--- src/rtl/alu_pkg.sv ---
// Shared ALU operation codes and execute-stage FSM state encoding.
// Latency: none (constants and types only).
// Backpressure: not applicable.
package alu_pkg;

  localparam logic [3:0] ALU_ADD = 4'b0000;
  localparam logic [3:0] ALU_SUB = 4'b0001;
  localparam logic [3:0] ALU_MUL = 4'b0010;
  localparam logic [3:0] ALU_SLT = 4'b0011;

  typedef enum logic [1:0] {
    IDLE = 2'd0,
    MUL  = 2'd1,
    DONE = 2'd2
  } alu_state_t;

endpackage

--- src/rtl/alu_mul_iter.sv ---
// Iterative shift-add multiplier datapath: one partial product per run cycle.
// Latency: WIDTH run cycles, or fewer when ALU_MUL_EARLY_TERM_EN is defined.
// Backpressure: none; the owning FSM only starts it when the output slot is free.
module alu_mul_iter #(
  parameter int WIDTH = 32
) (
  input  logic             clk,
  input  logic             rst_n,
  input  logic             start,
  input  logic             run,
  input  logic [WIDTH-1:0] a,
  input  logic [WIDTH-1:0] b,
  output logic             last,
  output logic [WIDTH-1:0] product
);

  localparam int CNT_W = (WIDTH > 1) ? $clog2(WIDTH) : 1;
  localparam logic [CNT_W-1:0] LAST_CNT = CNT_W'(WIDTH - 1);

  logic [WIDTH-1:0] mcand;
  logic [WIDTH-1:0] mplier;
  logic [WIDTH-1:0] acc;
  logic [CNT_W-1:0] cnt;

  // Load operands on start, otherwise accumulate one shifted partial product per run cycle.
  always_ff @(posedge clk or negedge rst_n) begin
    if (!rst_n) begin
      mcand  <= '0;
      mplier <= '0;
      acc    <= '0;
      cnt    <= '0;
    end else if (start) begin
      mcand  <= a;
      mplier <= b;
      acc    <= '0;
      cnt    <= '0;
    end else if (run) begin
      acc    <= acc + (mplier[0] ? mcand : '0);
      mcand  <= mcand << 1;
      mplier <= mplier >> 1;
      cnt    <= cnt + 1'b1;
    end
  end

  // Flag the iteration that finishes the product so the FSM can leave MUL on this edge.
`ifdef ALU_MUL_EARLY_TERM_EN
  // Remaining multiplier bits all zero means the accumulator is already final.
  always_comb last = run && ((cnt == LAST_CNT) || ((mplier >> 1) == '0));
`else
  always_comb last = run && (cnt == LAST_CNT);
`endif

  assign product = acc;

endmodule

--- src/rtl/alu_multicycle_exec.sv ---
// Execute-stage ALU: add/sub/slt/unknown in one cycle, mul via alu_mul_iter (ALU_MUL_EARLY_TERM_EN optional).
// Latency: single-cycle ops register on the accept edge; mul result WIDTH+1 edges after accept.
// Backpressure: in_ready drops while a mul is in flight or an unaccepted result sits in the output register.
module alu_multicycle_exec #(
  parameter int WIDTH  = 32,
  parameter int CTRL_W = 4
) (
  input  logic              clk,
  input  logic              rst_n,
  input  logic              in_valid,
  output logic              in_ready,
  input  logic [CTRL_W-1:0] alu_ctrl,
  input  logic [WIDTH-1:0]  src_a,
  input  logic [WIDTH-1:0]  src_b,
  output logic              out_valid,
  input  logic              out_ready,
  output logic [WIDTH-1:0]  result,
  output logic              busy
);

  import alu_pkg::*;

  alu_state_t       state, state_nxt;
  logic             accept;
  logic             is_mul;
  logic             mul_start;
  logic             mul_run;
  logic             mul_last;
  logic [WIDTH-1:0] mul_prod;
  logic [WIDTH-1:0] single_res;

  assign in_ready  = (state == IDLE) && (!out_valid || out_ready);
  assign accept    = in_valid && in_ready;
  assign is_mul    = (alu_ctrl == CTRL_W'(ALU_MUL));
  assign mul_start = accept && is_mul;
  assign mul_run   = (state == MUL);
  assign busy      = (state == MUL);

  // Single-cycle operations; anything not recognised falls back to add like the decoder.
  always_comb begin
    single_res = src_a + src_b;
    case (alu_ctrl)
      CTRL_W'(ALU_SUB): single_res = src_a - src_b;
      CTRL_W'(ALU_SLT): single_res = {{(WIDTH-1){1'b0}}, ($signed(src_a) < $signed(src_b))};
      default:          single_res = src_a + src_b;
    endcase
  end

  alu_mul_iter #(
    .WIDTH(WIDTH)
  ) u_mul (
    .clk     (clk),
    .rst_n   (rst_n),
    .start   (mul_start),
    .run     (mul_run),
    .a       (src_a),
    .b       (src_b),
    .last    (mul_last),
    .product (mul_prod)
  );

  // State register.
  always_ff @(posedge clk or negedge rst_n) begin
    if (!rst_n) state <= IDLE;
    else        state <= state_nxt;
  end

  // Next-state: only a mul leaves IDLE; DONE is a one-cycle hop that publishes the product.
  always_comb begin
    state_nxt = state;
    case (state)
      IDLE:    if (mul_start) state_nxt = MUL;
      MUL:     if (mul_last)  state_nxt = DONE;
      DONE:    state_nxt = IDLE;
      default: state_nxt = IDLE;
    endcase
  end

  // Output register: load a mul product or single-cycle result, otherwise hold until consumed.
  always_ff @(posedge clk or negedge rst_n) begin
    if (!rst_n) begin
      out_valid <= 1'b0;
      result    <= '0;
    end else if (state == DONE) begin
      out_valid <= 1'b1;
      result    <= mul_prod;
    end else if (accept && !is_mul) begin
      out_valid <= 1'b1;
      result    <= single_res;
    end else if (out_valid && out_ready) begin
      out_valid <= 1'b0;
    end
  end

endmodule

--- config.mk ---
export PLATFORM = sky130hd
export DESIGN_NAME = alu_multicycle_exec
export DESIGN_NICKNAME = d
export VERILOG_FILES = /design/src/rtl/alu_pkg.sv /design/src/rtl/alu_mul_iter.sv /design/src/rtl/alu_multicycle_exec.sv
export SDC_FILE = /design/constraint.sdc
export NUM_CORES = 1
export LEC_CHECK = 0
export ABC_CLOCK_PERIOD_IN_PS = 3650
export CORE_AREA = 2 2 133 148
export DETAILED_ROUTE_END_ITERATION = 8
export DIE_AREA = 0 0 135 150
export PLACE_DENSITY_LB_ADDON = 0.15
export SYNTH_ARGS = -nofsm -noshare
export SYNTH_HDL_FRONTEND = slang
export SYNTH_SLANG_ARGS = --single-unit
--- constraint.sdc ---
create_clock -name clk -period 3.65 [get_ports clk]
set_clock_uncertainty 0.2 [all_clocks]
set_input_delay 0.73 -clock clk [delete_from_list [all_inputs] [get_ports clk]]
set_output_delay 0.73 -clock clk [all_outputs]
set_load 0.005 [all_outputs]
==> results.md, run 1 <==
* Post-synthesis average cell area at 7.92 sq um
* Post-Synthesis Cells at 1380
* Endpoint class of the critical path: flip-flop
* Final standard cell area without fillers at 14900 sq um
* Avg Vias per Cell at 6.33
* Headroom to the max-slew limit at -0.0529
* Unrepaired setup endpoints after global routing: yes
* Antenna diode count at 0
* Type of the worst setup path: in -> reg
* Max cap viols at 1
* Horizontal extent of the die at 135 microns
* Net count after synthesis at 1551
* Buffer cell driving the clock tree root: sky130_fd_sc_hd__clkbuf_16
* Wire length reported by the detailed router at 40800 microns
* Post-DR wirelength/cell at 21.2 microns
* Clock slew at reported path FFs at 0.07 ns
* Number of distinct library cell variants in the gate-level netlist after synthesis at 73
* Finished Layout Cells at 1926
* Net total in the final layout at 1837
* PortBufs at 106
* Leakage power of the design at 0.00724 uW
* Instance area after placement at 13800 sq um
* Effective utilization at floorplan at 0.580
* Number of enable flip-flop cells after synthesis at 0
* DRC viols at 0
* Summed instance area of the synthesized netlist at 10900 sq um
* Maximum vdd drop at 0.638 mV
* Hold WC Path Type: in -> async
* Post-route minimum period at 3.69 ns
* Wire length of the first global-routing pass at 61400 microns
* Final design utilization at 0.793
* Crit-path max FO at 4
* Height of the chip at 150 microns
* Setup-failing EPs final at 2
* Total congestion overflow after global routing at 0
* Count of boundary I/O pins at 107
* Power density over the cells at 558 nW/um^2
* Outcome: finished with violations
* Synth Register Bits at 136
* Latest clock arrival within the worst-skew pair at 0.44 ns
* Number of cells in the design after placement at 1885
* TritonCTS clock tree: yes
* Final worst slack at -0.0412 ns
* Path depth of the worst reg2reg path at 15
* Hpwl dp at 29400 microns
* Overall track demand over capacity in global routing at 0.390
* Max frequency at 271 MHz
* Critical Path AT at 3.80 ns
* Via count of the first global-routing pass at 11.6k
* Worst endpoint required time at 3.75 ns
* Slew Viols, Final at 15
* Tightest Pin Transition at 1.57 ns
* Total of fill cells in the finished design at 1327
* Pin count of the biggest net entering global routing at 89
* Final GP Congestion at 1.02
* Register area share after synthesis at 0.311
* Antenna violations before repair at 0
* Violations in the final reports: capacitance limit, slew limit, setup timing
* Antenna Violating Nets Remaining at 0
* Number of cell rows at 53
* Most frequent standard cell in the layout excluding fill and tap cells: sky130_fd_sc_hd__buf_4
* Most frequent cells in the layout: sky130_fd_sc_hd__buf_4, sky130_fd_sc_hd__nand2_1, sky130_fd_sc_hd__dfrtp_1
* Power, Total at 8330 uW
* Startpoint type of the worst setup path: primary input
* Longest Clk Path Bufs at 2
* Floorplan core area at 18800 sq um
* Die ar. at 20300 sq um
* H-Tree Depth at 4
* Via count of the routed design at 12.2k
* Area growth from synthesis to layout at 36.6%
* Share of async-settable or async-resettable flops after synthesis at 1.00
* Final count of hold timing violations at 0
* Top flip-flop cell by instance count after synthesis: sky130_fd_sc_hd__dfrtp_1
* Syn. warnings at 0
* Final Cycle Share at 1.01
* Number of clock buffers inserted by TritonCTS at 17
* Number of DRC markers in iteration 0 at 1638
* Share of cells above drive strength 1 at 0.218
* CTS Sinks at 136
* Detailed-router iteration count before antenna repair at 6
## per-stage QoR
| stage | TNS, ns | setup slack (ns) | hold slack, ns |
|---|---|---|---|
| 2_1_floorplan | 0 | 0.104 | 0.234 |
| 3_3_place_gp | -6.81 | -0.618 | 0.259 |
| 3_5_place_dp | -7.65 | -0.640 | 0.263 |
| 4_1_cts | -0.0603 | -0.0330 | 0.0916 |
| 5_1_grt | -0.444 | -0.108 | 0.103 |
| 6_report | -0.0478 | -0.0412 | 0.0570 |
## kinds of logic (layout without fill, tap and decap cells)
family                   Yosys count  after routing  synth area share
AO/OA/AOI/OAI                    475            475             0.292
AND/OR/NAND/NOR                  469            469             0.195
buffers and inverters            166            465            0.0584
flip-flops                       136            136             0.311
adder cells (fa/ha/maj)           99             99             0.115
XOR/XNOR                          32             32            0.0257
multiplexers                       3              3           0.00275
## worst max-delay path: stages
cell and delay [ns]:
sky130_fd_sc_hd__clkdlybuf4s50_1 0.62, sky130_fd_sc_hd__ha_4 0.26, sky130_fd_sc_hd__buf_4 0.14, sky130_fd_sc_hd__inv_1 0.11, sky130_fd_sc_hd__o311ai_1 0.17, sky130_fd_sc_hd__a21o_1 0.23
sky130_fd_sc_hd__a2bb2oi_2 0.19, sky130_fd_sc_hd__a31o_2 0.28, sky130_fd_sc_hd__o311a_4 0.35, sky130_fd_sc_hd__o31ai_2 0.29, sky130_fd_sc_hd__buf_4 0.17, sky130_fd_sc_hd__o21ai_0 0.08
sky130_fd_sc_hd__nor2_1 0.10, sky130_fd_sc_hd__o31ai_1 0.07
## area by class of cell
cell class | count | area (sq um) | share of cell area
multi-input cells | 1078 | 7330 | 0.491
clock inverters | 15 | 181 | 0.0122
well taps | 247 | 309 | 0.0207
repair buffers | 348 | 2960 | 0.198
inverters | 85 | 319 | 0.0214
clock buffers | 17 | 425 | 0.0285
flip-flops and latches | 136 | 3400 | 0.228
## timing repair
action                     4_1_cts  5_1_grt
setup endpoints to repair        7       20
hold endpoints to repair         0        0
gates resized for setup         18       94
pin swaps                       12       34
hold buffers                     0        0
setup buffers                    1        8
## final timing paths
check | slack (ns) | to | startpoint
max in group asynchronous | 2.44 | result[2]$_DFFE_PN0P_ | rst_n
hold reg to reg | 0.28 | u_mul.mplier[9]$_DFFE_PN0P_ | u_mul.mplier[9]$_DFFE_PN0P_
setup / recovery | -0.04 | result[27]$_DFFE_PN0P_ | src_a[3]
hold / removal | 0.06 | u_mul.mcand[1]$_DFFE_PN0P_ | rst_n
min in group clk | 0.28 | u_mul.mplier[9]$_DFFE_PN0P_ | u_mul.mplier[9]$_DFFE_PN0P_
setup reg to reg | 0.07 | u_mul.product[31]$_DFFE_PN0P_ | u_mul.mplier[0]$_DFFE_PN0P_
## power breakdown
group / switching [uW] / internal (uW)
Combinational: 2100 / 1680
Sequential: 592 / 2130
Clock: 797 / 1040
## registers in the layout, summed over array words and instances (netlist names)
signal,flops
state,2
u_mul.mcand,32
u_mul.mplier,32
u_mul.cnt,5
result,32
u_mul.product,32
out_valid,1
## synthesized netlist by cell type (5+ instances only)
library cell                count  area share
sky130_fd_sc_hd__a2111oi_0      5      0.0040
sky130_fd_sc_hd__a211oi_1      15       0.010
sky130_fd_sc_hd__a21o_1        23       0.016
sky130_fd_sc_hd__a21oi_1      108       0.049
sky130_fd_sc_hd__a221o_1       13       0.012
sky130_fd_sc_hd__a221oi_1      11      0.0088
sky130_fd_sc_hd__a22oi_1       78       0.054
sky130_fd_sc_hd__a31oi_1        7      0.0040
sky130_fd_sc_hd__and2_1        38       0.022
sky130_fd_sc_hd__and3_1        11      0.0063
sky130_fd_sc_hd__buf_1          6      0.0021
sky130_fd_sc_hd__buf_2          6      0.0027
sky130_fd_sc_hd__clkbuf_1      68       0.023
sky130_fd_sc_hd__dfrtp_1      136        0.31
sky130_fd_sc_hd__ha_1          96        0.11
sky130_fd_sc_hd__inv_1         85       0.029
sky130_fd_sc_hd__nand2_1      229       0.079
sky130_fd_sc_hd__nand2b_1      17      0.0097
sky130_fd_sc_hd__nand3_1       33       0.015
sky130_fd_sc_hd__nand4_1        8      0.0046
sky130_fd_sc_hd__nor2_1        74       0.025
sky130_fd_sc_hd__nor2b_1       14      0.0080
sky130_fd_sc_hd__nor3_1        17      0.0078
sky130_fd_sc_hd__nor4_1        10      0.0057
sky130_fd_sc_hd__o2111ai_1      5      0.0040
sky130_fd_sc_hd__o211ai_1       5      0.0034
sky130_fd_sc_hd__o21a_1         5      0.0034
sky130_fd_sc_hd__o21ai_0       89       0.041
sky130_fd_sc_hd__o21ai_1        6      0.0027
sky130_fd_sc_hd__o21bai_1      12      0.0082
sky130_fd_sc_hd__o221ai_1       9      0.0072
sky130_fd_sc_hd__o22ai_1       26       0.015
sky130_fd_sc_hd__o31ai_1       13      0.0089
sky130_fd_sc_hd__or3_1          6      0.0034
sky130_fd_sc_hd__xnor2_1       16       0.013
sky130_fd_sc_hd__xor2_1        16       0.013
## per-layer routing
metal,track usage,wire [microns],up-vias,part of all wire
li1,-,-,5556,-
met1,0.538,16800,5790,0.41
met2,0.618,18700,710,0.46
met3,0.0705,3910,126,0.096
met4,0.133,1380,0,0.034
met5,0,0,-,0
No activity file was read; power rests on OpenSTA's default activity.
==> run 2: changes to the inputs <==
- SETUP_SLACK_MARGIN: unset -> 0.02
==> results.md, run 2 (synthesis results as in run 1) <==
* Number of buffers added to fix hold violations after cts at 0 (unchanged)
* Number of cells in the design after placement at 1885 (unchanged)
* Footprint of the flip-flops and latches at 3400 sq um (unchanged)
* Combined area of the multi-input logic cells at 7370 sq um (+0.58%)
* Setup-failing EPs final at 0 (-2)
* Power density over the cells at 556 nW/um^2 (-0.40%)
* Detailed-router iteration count before antenna repair at 6 (unchanged)
* Wire length reported by the detailed router at 40500 microns (-0.83%)
* Final Cycle Share at 0.984 (-0.0271)
* Leakage power of the design at 0.00726 uW (+0.28%)
* Horizontal extent of the die at 135 microns (unchanged)
* Worst r2r src: u_mul.mplier[0]$_DFFE_PN0P_
* Number of DRC markers in iteration 0 at 1411 (-14%)
* Post-DR wirelength/cell at 21.0 microns (-0.83%)
* Share of cells above drive strength 1 at 0.223 (+0.00476)
* Effective utilization at floorplan at 0.580 (unchanged)
* Max cap viols at 0 (-1)
* Via count of the routed design at 12.2k (+0.51%)
* Count of boundary I/O pins at 107 (unchanged)
* Wire length of the first global-routing pass at 61400 microns (about the same)
* Pin count of the biggest net entering global routing at 89 (unchanged)
* Hpwl dp at 29400 microns (unchanged)
* Met1 capacity usage during global routing at 0.539 (+0.000859)
* CTS Sinks at 136 (unchanged)
* Overall track demand over capacity in global routing at 0.390 (about the same)
* Post-route minimum period at 3.59 ns (-0.0990 ns)
* Ordered list of cells on the worst path: clkdlybuf4s50_1 > inv_2 > ha_4 > a221oi_2 > o31ai_1 > a211o_1 > a211oi_2 > buf_4 > nor2_1 > a221o_1 > a41oi_2 > o21bai_1 > or3_1 > a31o_1
* TritonCTS clock tree: yes
* Met2 track utilization from global routing at 0.618 (about the same)
* M3 GR Usage at 0.0705 (unchanged)
* Library cell contributing the largest single delay on the critical path: sky130_fd_sc_hd__clkdlybuf4s50_1
* Tightest Pin Transition at 1.33 ns (-0.244 ns)
* PortBufs at 106 (unchanged)
* Latest clock arrival within the worst-skew pair at 0.44 ns (about the same)
* Headroom to the max-slew limit at 0.111 (+0.163)
* Startpoint type of the worst setup path: primary input
* Slew Viols, Final at 0 (-15)
* Hold WC Path Type: in -> async
* Antenna violations before repair at 0 (unchanged)
* Type of the worst setup path: in -> reg
* Antenna Violating Nets Remaining at 0 (unchanged)
* Max frequency at 278 MHz (+2.8%)
* Buffer cell driving the clock tree root: sky130_fd_sc_hd__clkbuf_16
* Total of fill cells in the finished design at 1331 (+0.30%)
* CP top delay family: compound AO/OA/AOI/OAI gates
* Via count of the first global-routing pass at 11.6k (-0.16%)
* Crit-path max FO at 2 (-2)
* Total congestion overflow after global routing at 0 (unchanged)
* Floorplan core area at 18800 sq um (unchanged)
* Area growth from synthesis to layout at 37.1%
* Endpoint class of the critical path: flip-flop
* H-Tree Depth at 4 (unchanged)
* Worst path depth at 14 (unchanged)
* Avg Vias per Cell at 6.36 (+0.51%)
* Final GP Congestion at 1.02 (unchanged)
* Worst endpoint required time at 3.78 ns (+0.03 ns)
* DRC viols at 0 (unchanged)
* Clock slew at reported path FFs at 0.07 ns (about the same)
* CP max stage delay at 0.50 ns (-0.12 ns)
* Unrepaired setup endpoints after global routing: yes
* Register-to-register setup slack at 0.06 ns (about the same)
* Maximum vdd drop at 0.633 mV (-0.68%)
* Longest Clk Path Bufs at 2 (unchanged)
* Net total in the final layout at 1837 (unchanged)
* Height of the chip at 150 microns (unchanged)
* Final worst slack at 0.0578 ns (+0.0990 ns)
* Finished Layout Cells at 1926 (unchanged)
* Path depth of the worst reg2reg path at 13 (-2)
* Final count of hold timing violations at 0 (unchanged)
* Outcome: finished, final reports clean
* Most frequent cells in the layout: sky130_fd_sc_hd__buf_4, sky130_fd_sc_hd__nand2_1, sky130_fd_sc_hd__dfrtp_1
* Number of cell rows at 53 (unchanged)
* Antenna diode count at 0 (unchanged)
* Worst setup slack before clock tree synthesis at -0.640 ns (unchanged)
* Most frequent standard cell in the layout excluding fill and tap cells: sky130_fd_sc_hd__buf_4
* WP buf/inv at 3 (-1)
* Crit Reg-Reg Endpoint: u_mul.product[28]$_DFFE_PN0P_
* Number of clock buffers inserted by TritonCTS at 17 (unchanged)
* GRT busiest layer: met2
* Die ar. at 20300 sq um (unchanged)
* Critical Path AT at 3.72 ns (-0.08 ns)
==> run 2: worst max-delay path by stage <==
stage / start / endpoint / slack, ns
global placement: src_b[8] / result[31]$_DFFE_PN0P_ / -0.62
floorplan: src_b[10] / result[31]$_DFFE_PN0P_ / 0.10
detailed placement: src_b[8] / result[31]$_DFFE_PN0P_ / -0.64
CTS: src_b[14] / result[27]$_DFFE_PN0P_ / -0.03
global route: src_b[13] / result[31]$_DFFE_PN0P_ / -0.05
finish: src_b[15] / result[31]$_DFFE_PN0P_ / 0.06
==> run 2: layout make-up <==
type	count	area share
flip-flops and latches	136	0.227
clock buffers	17	0.0284
repair buffers	348	0.198
multi-input cells	1078	0.492
clock inverters	15	0.0121
well taps	247	0.0206
inverters	85	0.0213
==> run 2: layer usage <==
layer | vias to the layer above | routed length, microns
li1 | 5560 | -
met1 | 5854 | 16700
met2 | 709 | 18600
met3 | 121 | 3820
met4 | 0 | 1360
met5 | - | 0
==> run 2: repair_timing <==
action,CTS,global route
resized for setup,22,103
pin swaps,13,34
endpoints found under the setup margin,13,22
buffers inserted,1,8
==> run 2: through the flow <==
stage	cell area [sq um]	TNS [ns]	hold slack (ns)	power (uW)	utilization
after floorplan	10900	0	0.234	4570	-
after global placement	13800	-6.81	0.259	6100	0.731
after detailed placement	13800	-7.65	0.263	6240	0.731
after CTS	14500	-0.0603	0.0916	8130	0.768
after global routing	15000	-0.164	0.104	8740	0.795
final	15000	0	0.0564	8330	0.795
==> run 2: power breakdown <==
group	internal [uW]	switching [uW]
Clock	1040	798
Sequential	2130	590
Combinational	1680	2090
Total	4850	3470
==> run 3: changes to the inputs <==
- SKIP_CTS_REPAIR_TIMING: unset -> 1
==> results.md, run 3 (synthesis results as in run 1) <==
* Latest clock arrival within the worst-skew pair at 0.44 ns (about the same)
* Longest Clk Path Bufs at 2 (unchanged)
* Via count of the first global-routing pass at 11.6k (-0.22%)
* Antenna violations before repair at 0 (unchanged)
* Max cap viols at 0 (unchanged)
* Horizontal extent of the die at 135 microns (unchanged)
* Number of cell rows at 53 (unchanged)
* Post-route minimum period at 3.59 ns (+0.000373 ns)
* Final count of hold timing violations at 0 (unchanged)
* Path depth of the worst reg2reg path at 13 (unchanged)
* Leakage power of the design at 0.00724 uW (-0.27%)
* Most frequent cells in the layout: sky130_fd_sc_hd__buf_4, sky130_fd_sc_hd__nand2_1, sky130_fd_sc_hd__dfrtp_1
* Net total in the final layout at 1842 (+0.27%)
* Headroom to the max-slew limit at 0.0229 (-0.0877)
* Buffer cell driving the clock tree root: sky130_fd_sc_hd__clkbuf_16
* Final setup TNS at 0 ns (unchanged)
* Power density over the cells at 556 nW/um^2 (about the same)
* Overall track demand over capacity in global routing at 0.389 (-0.000866)
* Clock slew at reported path FFs at 0.07 ns (about the same)
* Die ar. at 20300 sq um (unchanged)
* Tightest Pin Transition at 1.46 ns (+0.131 ns)
* Endpoint class of the critical path: flip-flop
* Final Cycle Share at 0.984 (about the same)
* Worst endpoint required time at 3.77 ns (about the same)
* Number of DRC markers in iteration 0 at 1481 (+5.0%)
* Area growth from synthesis to layout at 37.8%
* Total congestion overflow after global routing at 0 (unchanged)
* Most frequent standard cell in the layout excluding fill and tap cells: sky130_fd_sc_hd__buf_4
* Finished Layout Cells at 1931 (+0.26%)
* CTS Sinks at 136 (unchanged)
* Height of the chip at 150 microns (unchanged)
* TritonCTS clock tree: yes
* Maximum vdd drop at 0.643 mV (+1.5%)
* Slew Viols, Final at 0 (unchanged)
* Effective utilization at floorplan at 0.580 (unchanged)
* Hpwl dp at 29400 microns (unchanged)
* Wire length of the first global-routing pass at 61300 microns (-0.20%)
* Startpoint type of the worst setup path: primary input
* Number of cells in the design after placement at 1885 (unchanged)
* PortBufs at 106 (unchanged)
* DRC viols at 0 (unchanged)
* Detailed-router iteration count before antenna repair at 6 (unchanged)
* Pin count of the biggest net entering global routing at 89 (unchanged)
* Floorplan core area at 18800 sq um (unchanged)
* Share of cells above drive strength 1 at 0.226 (+0.00350)
* Outcome: finished, final reports clean
* Post-DR wirelength/cell at 21.3 microns (+1.4%)
* Max frequency at 278 MHz (about the same)
* Antenna diode count at 0 (unchanged)
* Critical Path AT at 3.71 ns (about the same)
* H-Tree Depth at 4 (unchanged)
* Hold WC Path Type: in -> async
* Setup-failing EPs final at 0 (unchanged)
* Avg Vias per Cell at 6.38 (+0.30%)
* Count of boundary I/O pins at 107 (unchanged)
* Final GP Congestion at 1.02 (unchanged)
* Crit-path max FO at 2 (unchanged)
* Wire length reported by the detailed router at 41100 microns (+1.6%)
* Number of clock buffers inserted by TritonCTS at 17 (unchanged)
* Antenna Violating Nets Remaining at 0 (unchanged)
* Unrepaired setup endpoints after global routing: yes
* Type of the worst setup path: in -> reg
* Via count of the routed design at 12.3k (+0.56%)
==> run 3: cell types whose count changed in the layout (fill, tap and decap cells not counted), sizes merged <==
cell           before  now
buf               243  248
clkdlybuf4s50      82   89
dlymetal6s2s       22   16
dlygate4sd2         1    0
==> run 3: final cells by class <==
cell class              instances  area, sq um
clock buffers                  17          425
multi-input cells            1078         7420
flip-flops and latches        136         3400
repair buffers                353         2990
well taps                     247          309
clock inverters                15          181
inverters                      85          322
fillers                      1284         3770
==> run 3: path summary, 6_finish.rpt <==
path,startpoint,to,slack (ns)
hold / removal,rst_n,u_mul.mcand[2]$_DFFE_PN0P_,0.06
hold reg to reg,u_mul.mplier[9]$_DFFE_PN0P_,u_mul.mplier[9]$_DFFE_PN0P_,0.28
setup / recovery,src_b[9],result[31]$_DFFE_PN0P_,0.06
min in group clk,u_mul.mplier[9]$_DFFE_PN0P_,u_mul.mplier[9]$_DFFE_PN0P_,0.28
setup reg to reg,u_mul.mplier[0]$_DFFE_PN0P_,u_mul.product[28]$_DFFE_PN0P_,0.06
max in group asynchronous,rst_n,u_mul.mplier[28]$_DFFE_PN0P_,2.43
==> run 3: through the flow <==
stage                     utilization  hold slack [ns]  area (sq um)  worst slack, ns  power, uW
final                           0.800           0.0650         15100           0.0575       8380
after global routing            0.800            0.103         15100           -0.114       8790
after CTS                       0.763           0.0916         14400           -0.203       8110
after detailed placement        0.731            0.263         13800           -0.640       6240
after global placement          0.731            0.259         13800           -0.618       6100
after floorplan                     -            0.234         10900            0.104       4570
==> run 3: power by group <==
group          switching (uW)  internal [uW]
logic                    2120           1700
clock network             794           1040
registers                 596           2130
total                    3510           4870
==> run 3: worst max-delay path: stages <==
cell and delay, ns:
sky130_fd_sc_hd__clkdlybuf4s50_1 0.48, sky130_fd_sc_hd__inv_1 0.07, sky130_fd_sc_hd__ha_4 0.16, sky130_fd_sc_hd__a21o_1 0.19, sky130_fd_sc_hd__a31o_1 0.22, sky130_fd_sc_hd__a211o_1 0.30
sky130_fd_sc_hd__a211oi_2 0.19, sky130_fd_sc_hd__buf_4 0.15, sky130_fd_sc_hd__nor2_2 0.04, sky130_fd_sc_hd__a221o_1 0.32, sky130_fd_sc_hd__a41oi_2 0.19, sky130_fd_sc_hd__o21bai_1 0.11
sky130_fd_sc_hd__or3_1 0.35, sky130_fd_sc_hd__a31o_1 0.22
==> run 3: routing by layer <==
metal  share of wire  up-vias  routed length [microns]  track usage
li1                -     5592                        -            -
met1            0.40     5813                    16500        0.540
met2            0.46      764                    18800        0.615
met3            0.10      144                     4310       0.0701
met4           0.036        0                     1490        0.128
met5               0        -                        0            0
